===== config.mk =====
export PLATFORM = sky130hd
export DESIGN_NAME = sh_regfile
export DESIGN_NICKNAME = d
export VERILOG_FILES = /design/src/rtl/sh_pkg.sv /design/src/rtl/sh_gpr_bank.sv /design/src/rtl/sh_regfile.sv
export SDC_FILE = /design/constraint.sdc
export NUM_CORES = 2
export LEC_CHECK = 0
export CAP_MARGIN = 20
export CORE_ASPECT_RATIO = 0.8
export CORE_MARGIN = 2
export CORE_UTILIZATION = 48
export DETAILED_ROUTE_END_ITERATION = 16
export HOLD_SLACK_MARGIN = 0.12
export PLACE_DENSITY_LB_ADDON = 0.12
export SLEW_MARGIN = 20
export SYNTH_ARGS = -nofsm -noshare
export SYNTH_HDL_FRONTEND = slang
export SYNTH_SLANG_ARGS = --single-unit

===== constraint.sdc =====
create_clock -name clk -period 30.7 [get_ports clk]
set_input_delay 6.14 -clock clk [delete_from_list [all_inputs] [get_ports clk]]
set_output_delay 6.14 -clock clk [all_outputs]
set_load 0.005 [all_outputs]

===== src/rtl/sh_pkg.sv =====
// Shared SH core definitions: register indices, control/system selects and SR layout.
package sh_pkg;

    localparam int unsigned GPR_AW    = 4;
    localparam int unsigned BANK_AW   = 3;
    localparam int unsigned BANK_REGS = 8;
    localparam int unsigned SEL_W     = 2;

    typedef enum logic [GPR_AW-1:0] {
        R0, R1, R2, R3, R4, R5, R6, R7,
        R8, R9, R10, R11, R12, R13, R14, R15
    } gpr_e;

    localparam gpr_e SP = R15;

    // Index 3 of each select is a hole: writes are dropped and reads return 0.
    typedef enum logic [SEL_W-1:0] {
        CTRL_SR   = 2'd0,
        CTRL_GBR  = 2'd1,
        CTRL_VBR  = 2'd2,
        CTRL_NONE = 2'd3
    } ctrl_sel_e;

    typedef enum logic [SEL_W-1:0] {
        SYS_MACH = 2'd0,
        SYS_MACL = 2'd1,
        SYS_PR   = 2'd2,
        SYS_NONE = 2'd3
    } sys_sel_e;

    typedef enum int unsigned {
        SR_T  = 0,
        SR_S  = 1,
        SR_I0 = 4,
        SR_I1 = 5,
        SR_I2 = 6,
        SR_I3 = 7,
        SR_Q  = 8,
        SR_M  = 9
    } sr_flag_e;

    localparam logic [31:0] SR_MASK_DEF  = 32'h0000_03F3;
    localparam logic [31:0] SR_RESET_DEF = 32'h0000_00F0;

endpackage


===== src/rtl/sh_gpr_bank.sv =====
// Eight XLEN-wide registers with two write ports; wr0 overrides wr1 on the same index.
module sh_gpr_bank
    import sh_pkg::*;
#(
    parameter int unsigned XLEN = 32
) (
    input  logic                               clk,
    input  logic                               rst,
    input  logic                               wr0_en,
    input  logic [BANK_AW-1:0]                 wr0_addr,
    input  logic [XLEN-1:0]                    wr0_data,
    input  logic                               wr1_en,
    input  logic [BANK_AW-1:0]                 wr1_addr,
    input  logic [XLEN-1:0]                    wr1_data,
    output logic [BANK_REGS-1:0][XLEN-1:0]     regs_o
);

    logic [BANK_REGS-1:0][XLEN-1:0] regs_q;
    logic [BANK_REGS-1:0][XLEN-1:0] regs_d;

    always_comb begin
        regs_d = regs_q;
        if (wr1_en) regs_d[wr1_addr] = wr1_data;
        if (wr0_en) regs_d[wr0_addr] = wr0_data;
    end

    always_ff @(posedge clk or posedge rst) begin
        if (rst) regs_q <= '0;
        else     regs_q <= regs_d;
    end

    assign regs_o = regs_q;

endmodule


===== src/rtl/sh_regfile.sv =====
// SH-1/SH-2 architectural register file: GPRs with optional R0-R7 shadow bank,
// SR/GBR/VBR, MACH/MACL/PR, T-flag and MAC update paths.
module sh_regfile
    import sh_pkg::*;
#(
    parameter int unsigned XLEN      = 32,
    parameter int unsigned NUM_RD    = 3,
    parameter int unsigned NUM_BANKS = 1,
    parameter int unsigned BYPASS    = 1,
    parameter logic [31:0] SR_MASK   = SR_MASK_DEF,
    parameter logic [31:0] SR_RESET  = SR_RESET_DEF
) (
    input  logic                           clk,
    input  logic                           rst,
    input  logic [NUM_RD-1:0][GPR_AW-1:0]  rd_addr,
    output logic [NUM_RD-1:0][XLEN-1:0]    rd_data,
    input  logic                           bank_sel,
    input  logic                           wr0_en,
    input  logic [GPR_AW-1:0]              wr0_addr,
    input  logic [XLEN-1:0]                wr0_data,
    input  logic                           wr1_en,
    input  logic [GPR_AW-1:0]              wr1_addr,
    input  logic [XLEN-1:0]                wr1_data,
    input  logic                           ctrl_we,
    input  ctrl_sel_e                      ctrl_sel,
    input  logic [XLEN-1:0]                ctrl_wdata,
    output logic [XLEN-1:0]                ctrl_rdata,
    input  logic                           sys_we,
    input  sys_sel_e                       sys_sel,
    input  logic [XLEN-1:0]                sys_wdata,
    output logic [XLEN-1:0]                sys_rdata,
    input  logic                           t_we,
    input  logic                           t_d,
    input  logic                           mac_we,
    input  logic [2*XLEN-1:0]              mac_d,
    input  logic                           mac_clr,
    output logic [XLEN-1:0]                sr_q,
    output logic [XLEN-1:0]                gbr_q,
    output logic [XLEN-1:0]                vbr_q,
    output logic [XLEN-1:0]                pr_q
);

    logic [NUM_BANKS-1:0][BANK_REGS-1:0][XLEN-1:0] lo_regs;
    logic [BANK_REGS-1:0][XLEN-1:0]                hi_regs;
    logic [BANK_REGS-1:0][XLEN-1:0]                cur_lo;

    // R0-R7: one instance per bank, only the bank selected this cycle is written.
    for (genvar b = 0; b < NUM_BANKS; b++) begin : g_lo
        logic hit;
        assign hit = (NUM_BANKS == 1) || (bank_sel == 1'(b));

        sh_gpr_bank #(.XLEN(XLEN)) u_bank (
            .clk      (clk),
            .rst      (rst),
            .wr0_en   (wr0_en & ~wr0_addr[GPR_AW-1] & hit),
            .wr0_addr (wr0_addr[BANK_AW-1:0]),
            .wr0_data (wr0_data),
            .wr1_en   (wr1_en & ~wr1_addr[GPR_AW-1] & hit),
            .wr1_addr (wr1_addr[BANK_AW-1:0]),
            .wr1_data (wr1_data),
            .regs_o   (lo_regs[b])
        );
    end

    sh_gpr_bank #(.XLEN(XLEN)) u_hi (
        .clk      (clk),
        .rst      (rst),
        .wr0_en   (wr0_en & wr0_addr[GPR_AW-1]),
        .wr0_addr (wr0_addr[BANK_AW-1:0]),
        .wr0_data (wr0_data),
        .wr1_en   (wr1_en & wr1_addr[GPR_AW-1]),
        .wr1_addr (wr1_addr[BANK_AW-1:0]),
        .wr1_data (wr1_data),
        .regs_o   (hi_regs)
    );

    if (NUM_BANKS == 2) begin : g_bank_mux
        assign cur_lo = bank_sel ? lo_regs[1] : lo_regs[0];
    end else begin : g_bank_one
        assign cur_lo = lo_regs[0];
    end

    // Read ports; bypass replays the write priority (wr0 applied last) and is off in reset.
    always_comb begin
        rd_data = '0;
        for (int i = 0; i < NUM_RD; i++) begin
            rd_data[i] = rd_addr[i][GPR_AW-1] ? hi_regs[rd_addr[i][BANK_AW-1:0]]
                                               : cur_lo[rd_addr[i][BANK_AW-1:0]];
            if ((BYPASS != 0) && !rst) begin
                if (wr1_en && (wr1_addr == rd_addr[i])) rd_data[i] = wr1_data;
                if (wr0_en && (wr0_addr == rd_addr[i])) rd_data[i] = wr0_data;
            end
        end
    end

    logic [XLEN-1:0] sr_d, gbr_d, vbr_d, pr_d;
    logic [XLEN-1:0] mach_q, macl_q, mach_d, macl_d;

    always_comb begin
        sr_d   = sr_q;
        gbr_d  = gbr_q;
        vbr_d  = vbr_q;
        pr_d   = pr_q;
        mach_d = mach_q;
        macl_d = macl_q;

        // An explicit SR write is applied after T so its T bit wins.
        if (t_we) sr_d[SR_T] = t_d;
        if (ctrl_we) begin
            case (ctrl_sel)
                CTRL_SR:  sr_d  = ctrl_wdata & XLEN'(SR_MASK);
                CTRL_GBR: gbr_d = ctrl_wdata;
                CTRL_VBR: vbr_d = ctrl_wdata;
                default:  ;
            endcase
        end

        if (mac_clr) begin
            mach_d = '0;
            macl_d = '0;
        end else if (mac_we) begin
            {mach_d, macl_d} = mac_d;
        end else if (sys_we && (sys_sel == SYS_MACH)) begin
            mach_d = sys_wdata;
        end else if (sys_we && (sys_sel == SYS_MACL)) begin
            macl_d = sys_wdata;
        end

        if (sys_we && (sys_sel == SYS_PR)) pr_d = sys_wdata;
    end

    always_ff @(posedge clk or posedge rst) begin
        if (rst) begin
            sr_q   <= XLEN'(SR_RESET);
            gbr_q  <= '0;
            vbr_q  <= '0;
            pr_q   <= '0;
            mach_q <= '0;
            macl_q <= '0;
        end else begin
            sr_q   <= sr_d;
            gbr_q  <= gbr_d;
            vbr_q  <= vbr_d;
            pr_q   <= pr_d;
            mach_q <= mach_d;
            macl_q <= macl_d;
        end
    end

    always_comb begin
        case (ctrl_sel)
            CTRL_SR:  ctrl_rdata = sr_q;
            CTRL_GBR: ctrl_rdata = gbr_q;
            CTRL_VBR: ctrl_rdata = vbr_q;
            default:  ctrl_rdata = '0;
        endcase
    end

    always_comb begin
        case (sys_sel)
            SYS_MACH: sys_rdata = mach_q;
            SYS_MACL: sys_rdata = macl_q;
            SYS_PR:   sys_rdata = pr_q;
            default:  sys_rdata = '0;
        endcase
    end

endmodule


==> results.yml <==
sta:
  worstMarginPinSlew_ns: 1.18
  timing.final.crit_period_ns: 16.39
  fin_crit_sh: 0.534
  setup_violations: 0
  rsz0062_at_grt: "no"
  setup_tns_ns: 0
  slew_viol_final: 0
  hold_ws_ns: 0.474
  skew_ns: 0
  fmax_mhz: 61.0
  finalHoldViolCount: 0
  max_slew_margin: 0.214
setup_path:
  path_max_fanout: 55
  crit_arrival_ns: 10.25
  path_class: "in -> out"
  end_kind: "primary output"
  cp-start-kind: "input pin"
  worstPathRequired_ns: 24.56
cts:
  postCtsSetupRepairBufs: 0
  cts_root_buf: "clkbuf_16"
  cts_tree: "built"
  htree_levels: 3
  cts.sinks: 680
  clkTransAtPathRegs_ns: 0.06
  hold_buffers: 0
  cts_made_buffers: 78
  ctsResizeCount: 0
  worstSkewPairLatency_ns: 0.64
  cts_buffer_depth: 3
floorplanning:
  core_mm2: 0.0931
  dieArea_mm2: 0.0965
  die_h_um: 278
  row_count: 100
  start_util: 0.485
  ios: 515
  die_w_um: 347
power_and_ir_drop:
  peakVddDrop_v: 0.0000456
  pwr_density_cell_mw_per_mm2: 62.1
  combinationalPowerShare: 0.299
  p_clk_frac: 0.310
  seq_power_share: 0.391
  switchingPower_mw: 1.01
  sw_frac_of_total: 0.308
  cellLeakagePower_nw: 20.8
  internal_power_mw: 2.28
global_routing:
  grt_usage: 0.359
  first_global_vias: 37500
  grt_antenna_before_repair: 10
  grt_overflow: 0
  grt_max_degree: 149
  grt_pass1_wl_mm: 256
min_path:
  min_path_type: "reg -> reg"
status:
  status: "completed"
synthesis:
  yosysSeqAreaShare: 0.377
  netlist_area_mm2: 0.0451
  synth_seq_cells: 680
  ys_types: 46
  avgSynthCellArea_um2: 10.4
  synthTopCellsByArea: "dfrtp_1 37%, mux4_2 19%, mux2i_1 8.8%"
  netlist.area_leader.share: 0.375
  yosys.area.top_type: "dfrtp_1"
  yosysWarnings: 0
  async_reset_ff_frac: 1.00
  synth_edf_count: 0
  synthCells: 4355
  ys.flop_type: "dfrtp_1"
route:
  viasPerCell: 6.64
  topRoutingLayerUsed: "met5"
  first_iter_violations: 5002
  drt_wl_total_mm: 176
  wl_per_cell_um: 30.3
  wl_met3_mm: 21.2
  drtPass1Iterations: 10
  vias: 38600
  routed-wl-met2_mm: 78.8
  ant_nets: 0
  m1WireLength_mm: 68.7
  drc: 0
placement:
  place_congestion: 0.848
  dp_hpwl_mm: 99.9
  port_buffers: 489
final_layout:
  layout-drive-gt1-share: 0.172
  layout-area-overhead-vs-synth_pct: 17.5
  fin_nets: 4746
flow_run:
  maxCapViolCount: 0
## layer usage
metal	global-route usage	vias to the layer above
met4	0.140	10
met5	0	-
met2	0.542	2434
met3	0.106	502
li1	-	16500
met1	0.489	19200
## area by class of cell
type,instances,area (um^2)
Sequential cell,680,17000
Inverter,65,251
Fill cell,8106,40000
Timing Repair Buffer,581,5600
Antenna cell,7,17.5
Clock inverter,27,367
Multi-Input combinational cell,3113,25800
Tap cell,1224,1530
Clock buffer,114,2410
## state kept, by name, indices dropped and copies added (netlist names)
register / flops
vbr_q: 32
sr_q: 8
gbr_q: 32
u_hi.regs_o: 256
pr_q: 32
mach_q: 32
g_lo.u_bank.regs_o: 256
macl_q: 32
## synthesized netlist by cell type, drive strengths merged (65+ instances only)
cell type / instances
dfrtp: 676
nor2: 488
a21oi: 475
nand2: 408
mux2i: 398
mux4: 384
clkbuf: 297
o21ai: 297
buf: 223
a22o: 151
mux2: 106
a22oi: 68
inv: 65
## power groups by stage
stage	combinational [mW]	sequential, mW	clock [mW]
finish	0.983	1.29	1.02
global route	1.05	1.32	1.07
CTS	0.974	1.28	1.03
detailed placement	0.972	1.29	0
global placement	0.955	1.28	0
floorplan	0.639	1.24	0
## metrics by stage
| step | area, um^2 | power (mW) | instances | utilization | setup slack, ns |
|---|---|---|---|---|---|
| final | 53000 | 3.29 | 5811 | 0.570 | 14.31 |
| after global routing | 53000 | 3.43 | 5808 | 0.570 | 14.30 |
| after CTS | 53000 | 3.29 | 5803 | 0.570 | 14.42 |
| after detailed placement | 50200 | 2.27 | 5662 | 0.540 | 14.46 |
| after global placement | 50200 | 2.24 | 5661 | 0.540 | 14.42 |
| after floorplan | 45200 | 1.88 | 4378 | - | 1.55 |
## final timing paths
| check | to | from | slack, ns | cells after the start |
|---|---|---|---|---|
| min | mach_q[19] | mach_q[19] | 0.47 | 2 |
| min in group asynchronous | u_hi.regs_o[220] | rst | 6.12 | 3 |
| max reg2reg | g_lo[0].u_bank.regs_o[245] | g_lo[0].u_bank.regs_o[245] | 29.79 | 2 |
| min reg2reg | mach_q[19] | mach_q[19] | 0.47 | 2 |
| max | rd_data[13] | rd_addr[0] | 14.31 | 8 |
| max in group asynchronous | g_lo[0].u_bank.regs_o[177] | rst | 21.94 | 6 |
## cells by family after synthesis
| logic type | count (synthesis) | synth area share |
|---|---|---|
| other | 1 | 0.0000831 |
| XOR/XNOR | 24 | 0.00466 |
| flip-flops | 680 | 0.377 |
| buffers and inverters | 585 | 0.0592 |
| multiplexers | 888 | 0.306 |
| AND/OR/NAND/NOR | 1025 | 0.0944 |
| AO/OA/AOI/OAI | 1152 | 0.158 |
## worst max-delay path, stage by stage
cell             delay (ns)
buf_8                  0.52
buf_4                  0.72
xnor2_1                0.19
nand3_1                0.21
a21o_2                 0.37
buf_4                  0.38
a222oi_1               0.94
clkdlybuf4s50_1        0.67
## placed cells by master (no fill, tap or decap), types with 5 or more instances in the layout
| cell | n |
|---|---|
| dfrtp_1 | 676 |
| nor2_1 | 481 |
| clkdlybuf4s50_1 | 479 |
| a21oi_1 | 475 |
| nand2_1 | 404 |
| mux2i_1 | 398 |
| mux4_2 | 384 |
| o21ai_0 | 224 |
| a22o_1 | 151 |
| mux2_2 | 106 |
| buf_4 | 89 |
| clkbuf_16 | 81 |
| o21ai_1 | 73 |
| a22oi_1 | 68 |
| o31ai_1 | 64 |
| inv_1 | 63 |
| a222oi_1 | 62 |
| nor3_1 | 34 |
| nor2b_1 | 33 |
| a221o_1 | 31 |
| clkbuf_8 | 26 |
| conb_1 | 24 |
| xnor2_1 | 15 |
| clkinv_2 | 14 |
| nor3_4 | 10 |
| xor2_1 | 9 |
| bufinv_16 | 8 |
| diode_2 | 7 |
| nor2b_4 | 7 |
| nor2_4 | 7 |
| clkbuf_1 | 7 |
| buf_2 | 5 |
Note: power is estimated with default switching activity, not from simulation.
